**src/rtl/seq_addsub.sv**
```systemverilog
// Multi-cycle adder/subtracter: one CHUNK-bit slice per cycle, LSB first, valid/ready on both sides.
// Define SEQ_ADDSUB_FLAGS_EN to register the ovf/zero flags; otherwise both ports read constant 0.
module seq_addsub #(
  parameter int WIDTH = 32,
  parameter int CHUNK = 8,
  parameter int STEP  = 4
) (
  input  logic             clk,
  input  logic             rst_n,
  input  logic             in_valid,
  output logic             in_ready,
  input  logic [1:0]       op,
  input  logic [WIDTH-1:0] a,
  input  logic [WIDTH-1:0] b,
  output logic             out_valid,
  input  logic             out_ready,
  output logic [WIDTH-1:0] result,
  output logic             cout,
  output logic             ovf,
  output logic             zero
);

  localparam int NSLICE = WIDTH / CHUNK;
  localparam int CW     = (NSLICE > 1) ? $clog2(NSLICE) : 1;

  typedef enum logic [1:0] {IDLE, RUN, DONE} state_t;

  state_t           state_q, state_d;
  logic [CW-1:0]    cnt_q;
  logic             carry_q;
  logic [WIDTH-1:0] a_q, b_q;
  logic [WIDTH-1:0] b_eff;
  logic             cin_eff;
  logic             last_slice;
  int unsigned      base;
  logic [CHUNK-1:0] a_s, b_s;
  logic [CHUNK:0]   s;
  logic [WIDTH-1:0] sum_next;

  assign in_ready   = rst_n && (state_q == IDLE);
  assign out_valid  = (state_q == DONE);
  assign last_slice = (cnt_q == CW'(NSLICE - 1));

  // Subtraction is a + ~b + 1; STEP is zero-extended before inversion.
  always_comb begin
    // NOTE: every combinational output gets a default first so no path can infer a latch.
    b_eff   = b;
    cin_eff = 1'b0;
    case (op)
      2'b01: begin b_eff = ~b;              cin_eff = 1'b1; end
      2'b10: begin b_eff = WIDTH'(STEP);    cin_eff = 1'b0; end
      2'b11: begin b_eff = ~(WIDTH'(STEP)); cin_eff = 1'b1; end
      default: ;
    endcase
  end

  always_comb begin
    base     = int'(cnt_q) * CHUNK;
    a_s      = a_q[base +: CHUNK];
    b_s      = b_q[base +: CHUNK];
    s        = {1'b0, a_s} + {1'b0, b_s} + {{CHUNK{1'b0}}, carry_q};
    sum_next = result;
    sum_next[base +: CHUNK] = s[CHUNK-1:0];
  end

  always_comb begin
    state_d = state_q;
    case (state_q)
      IDLE:    if (in_valid)   state_d = RUN;
      RUN:     if (last_slice) state_d = DONE;
      DONE:    if (out_ready)  state_d = IDLE;
      default:                 state_d = IDLE;
    endcase
  end

  always_ff @(posedge clk or negedge rst_n) begin
    // NOTE: sequential state uses non-blocking assignments so every flop samples pre-edge values.
    if (!rst_n) state_q <= IDLE;
    else        state_q <= state_d;
  end

  // NOTE: operand registers carry no reset; they are always loaded before being read.
  always_ff @(posedge clk) begin
    if (state_q == IDLE && in_valid) begin
      a_q <= a;
      b_q <= b_eff;
    end
  end

`ifdef SEQ_ADDSUB_FLAGS_EN
  logic c_msb;
  // Carry into the top bit recovered from the sum bit and its two addends.
  assign c_msb = s[CHUNK-1] ^ a_s[CHUNK-1] ^ b_s[CHUNK-1];
`else
  assign ovf  = 1'b0;
  assign zero = 1'b0;
`endif

  always_ff @(posedge clk or negedge rst_n) begin
    if (!rst_n) begin
      cnt_q   <= '0;
      carry_q <= 1'b0;
      result  <= '0;
      cout    <= 1'b0;
`ifdef SEQ_ADDSUB_FLAGS_EN
      ovf     <= 1'b0;
      zero    <= 1'b0;
`endif
    end else begin
      case (state_q)
        IDLE: begin
          if (in_valid) begin
            cnt_q   <= '0;
            carry_q <= cin_eff;
          end
        end
        RUN: begin
          result  <= sum_next;
          carry_q <= s[CHUNK];
          if (last_slice) begin
            cnt_q <= '0;
            cout  <= s[CHUNK];
`ifdef SEQ_ADDSUB_FLAGS_EN
            ovf   <= s[CHUNK] ^ c_msb;
            zero  <= (sum_next == '0);
`endif
          end else begin
            cnt_q <= cnt_q + CW'(1);
          end
        end
        default: ;
      endcase
    end
  end

endmodule

```
**config.mk**
```make
export PLATFORM = sky130hd
export DESIGN_NAME = seq_addsub
export DESIGN_NICKNAME = d
export VERILOG_FILES = /design/src/rtl/seq_addsub.sv
export SDC_FILE = /design/constraint.sdc
export NUM_CORES = 1
export LEC_CHECK = 0
export ABC_AREA = 1
export CAP_MARGIN = 10
export CORE_AREA = 2 2 147 92
export DETAILED_ROUTE_END_ITERATION = 16
export DIE_AREA = 0 0 149 94
export GPL_ROUTABILITY_DRIVEN = 0
export PLACE_DENSITY_LB_ADDON = 0.08
export RECOVER_POWER = 25
export SLEW_MARGIN = 20
export SYNTH_ARGS = -nofsm -noshare
export SYNTH_HDL_FRONTEND = slang
export SYNTH_SLANG_ARGS = --single-unit
```
**constraint.sdc**
```tcl
create_clock -name clk -period 5.6 [get_ports clk]
set_input_delay 0.84 -clock clk [delete_from_list [all_inputs] [get_ports clk]]
set_output_delay 0.84 -clock clk [all_outputs]
set_load 0.05 [all_outputs]
```
==> flow_metrics.tcl <==
set metrics [dict create \
    status "finished, violations left" \
    violations "capacitance limit, slew limit" \
    finalWirelength_mm 12.2 \
    wl_per_cell_um 15.9 \
    worst-r2r-setup-slack_ps 2390 \
    finalMaxSlewViolations 39 \
    critPathArrivalTime_ps 3490 \
    initialDrtViolationCount 234 \
    fmax_mhz 312 \
    num_rows 32 \
    cts.sinks 102 \
    tritoncts "done" \
    post_cts_buffers 0 \
    grt_pass1_vias 3715 \
    dp_hpwl_mm 9.02 \
    reg2reg_from "cnt_q[1]" \
    clkSlewWorstSetupHoldPaths_ps 70 \
    track_usage_pct 18.3 \
    holdBufCountCts 0 \
    max_stage_delay_ps 750 \
    drive_gt1_share_pct 7.50 \
    synthMuxAreaShare_pct 0 \
    dr.pass1.iters 5 \
    drc 0 \
    tightest_slew_ps 2040 \
    final_nets 680 \
    synth_cell_types 36 \
    finalNonFillerCells 770 \
    synthXorXnorAreaFrac_pct 0.858 \
    max-cap-violations 1 \
    cts_root_buffer "clkbuf_16" \
    synthCells 498 \
    dp.cells 754 \
    ys_seq_area_share_pct 58.0 \
    finalCritPeriodShare_pct 57.3 \
    crit_top_cell "nand2_1" \
    relSlewSlack_pct -36.1 \
    crit_slowest_cell "dfrtp_1" \
    clockBufferDepth 2 \
    ioPinCount 107 \
    viasPerCell 4.99 \
    setup_viol 0 \
    holdPathEnd "result[7]" \
    syn_area_sq_mm 0.00496 \
    synth_top_area_share_pct 38.8 \
    synth-simple-area-share_pct 14.8 \
    ys_async_sr_fraction_pct 37.3 \
    antenna_found_initial 1 \
    worst-endpoint-required_ps 5880 \
    rsz0062_at_grt "false" \
    synth_edf_count 64 \
    fin_tns_setup_ps 0 \
    port_buffers 104 \
    dieHeight_um 94 \
    synth_commonest_cells "o21ai_0 (96), nand2_1 (81), edfxtp_1 (64), inv_1 (55), nor2_1 (42)" \
    yosysWarnings 0 \
    worstSkewPairLatency_ps 340 \
    hp-start "result[7]" \
    worstPathMaxFanout 20 \
    cts_resized 0 \
    vdd_drop_max_mv 0.305 \
    fp.dieW_um 149 \
    r2r-end "result[30]" \
    avgSynthCellArea_sq_um 9.95 \
    synth_largest_area_cell "edfxtp_1" \
    hold_viol_final 0 \
    grt_pass1_wl_mm 19.5 \
    synth_compound_area_share_pct 15.2 \
    path_cells "inv_1 > o21ai_0 > o22ai_1 > fa_1 > fa_1 > nand2_1 > nand2_1 > nand3_1 > nand2_1 > nand2_1 > nand3_1 > nor2_1 > nand2_1 > nand2_1" \
    diodes 0 \
    core-area_sq_mm 0.0126 \
    numCtsBuffers 9 \
    hold_path_depth 2 \
    synth_area_leaders "edfxtp_1 (39%), dfrtp_1 (19%), o21ai_0 (9.7%)" \
    p_leak_nw 2.68 \
    synthToLayoutAreaGrowth_pct 30.0 \
    worstSetupPathType "reg2reg" \
    postRouteAntennaNets 0 \
    finalCriticalPeriod_ps 3210 \
    cp-end-kind "register" \
    holdCritPathClass "reg2reg" \
    initial_core_util_pct 39.4 \
    synth_most_common_cell "o21ai_0" \
    start_kind "register" \
    fin_worst_skew_ps 6.76 \
    synth_fa_ha_area_share_pct 4.09 \
    htreeDepth 3 \
    globalRouteOverflowTotal 0 \
    grt_max_degree 66 \
    synth_top_family_by_area "compound AO/OA/AOI/OAI gates" \
    dieArea_sq_mm 0.0140 \
    ys.flop_type "edfxtp_1" \
    rr_worst_depth 14 \
    vias 3846 \
    powerDensity_mw_per_mm2 601 \
    ys_seq_elements 102 \
]
worst max-delay path: cells and delay by family, from the launching register on:
kind	cells	cell delay (ps)
buffers and inverters	1	480
AO/OA/AOI/OAI	2	290
adder cells (fa/ha/maj)	2	860
AND/OR/NAND/NOR	9	760
flip-flops	1	750
through the flow:
stage	util, %	setup slack, ps	total power [W]	hold slack, ps	instance area (sq um)
finish	51.2	2390	0.00387	483	6440
detailed placement	48.8	2380	0.00324	470	6130
floorplan	-	2770	0.00260	544	4960
CTS	51.3	2330	0.00391	486	6450
global route	51.2	2020	0.00417	503	6440
global placement	48.8	2480	0.00321	467	6130
sequential cells by signal, summed over array words and instances (netlist names):
| signal | cells |
|---|---|
| cout | 1 |
| cnt_q | 2 |
| state_q | 2 |
| b_q | 32 |
| carry_q | 1 |
| result | 32 |
| a_q | 32 |
cells in the final DEF (no fill, tap or decap), types with 3 or more instances in the layout:
cell,count
ha_1,13
clkdlybuf4s50_1,82
dfrtp_1,38
nand4_1,4
nand2_1,81
o22ai_1,16
nand2_4,3
inv_1,54
dlygate4sd3_1,21
nor2_1,42
o21ai_2,6
nand3_1,13
xor2_1,3
a21oi_1,3
inv_2,3
o21ai_1,10
inv_4,3
edfxtp_1,64
clkbuf_16,9
clkbuf_1,3
o21ai_0,96
o31ai_1,5
final cells by class:
| class | instances | area, sq um |
|---|---|---|
| Fill cell | 1176 | 6130 |
| Sequential cell | 102 | 2870 |
| Multi-Input combinational cell | 313 | 1740 |
| Timing Repair Buffer | 107 | 1050 |
| Inverter | 62 | 249 |
| Clock buffer | 10 | 229 |
| Tap cell | 170 | 213 |
| Clock inverter | 6 | 86.3 |
power by group:
part	leakage, nW	internal (W)	switching [W]
logic	1.42	0.000651	0.00141
clock network	0.149	0.000391	0.000270
registers	1.11	0.00103	0.000125
total	2.68	0.00207	0.00181
worst max-delay path by stage:
stage               startpoint          to  slack [ps]  cells past startpoint
floorplan                rst_n    in_ready        2770                      1
global placement      cnt_q[1]  result[30]        2480                     14
detailed placement    cnt_q[1]  result[30]        2380                     14
CTS                   cnt_q[1]  result[30]        2330                     14
global route          cnt_q[1]  result[14]        2020                     14
finish                cnt_q[1]  result[30]        2390                     14
kinds of logic (layout without fill, tap and decap cells):
logic type,after synthesis,after routing
AOI/OAI and AO/OA,138,138
xor gates and xnor gates,4,4
adders and majority gates,15,15
buffers and inverters,84,185
DFF,102,102
other,1,2
and+or+nand+nor,154,154
metal layers:
| layer | track usage (%) | vias up | wire (um) |
|---|---|---|---|
| met3 | 4.90 | 10 | 912 |
| met5 | 0 | - | 0 |
| met2 | 25.5 | 152 | 4900 |
| met4 | 4.60 | 0 | 127 |
| met1 | 28.1 | 1803 | 6280 |
| li1 | - | 1881 | - |
(Power assumes the default switching activity.)
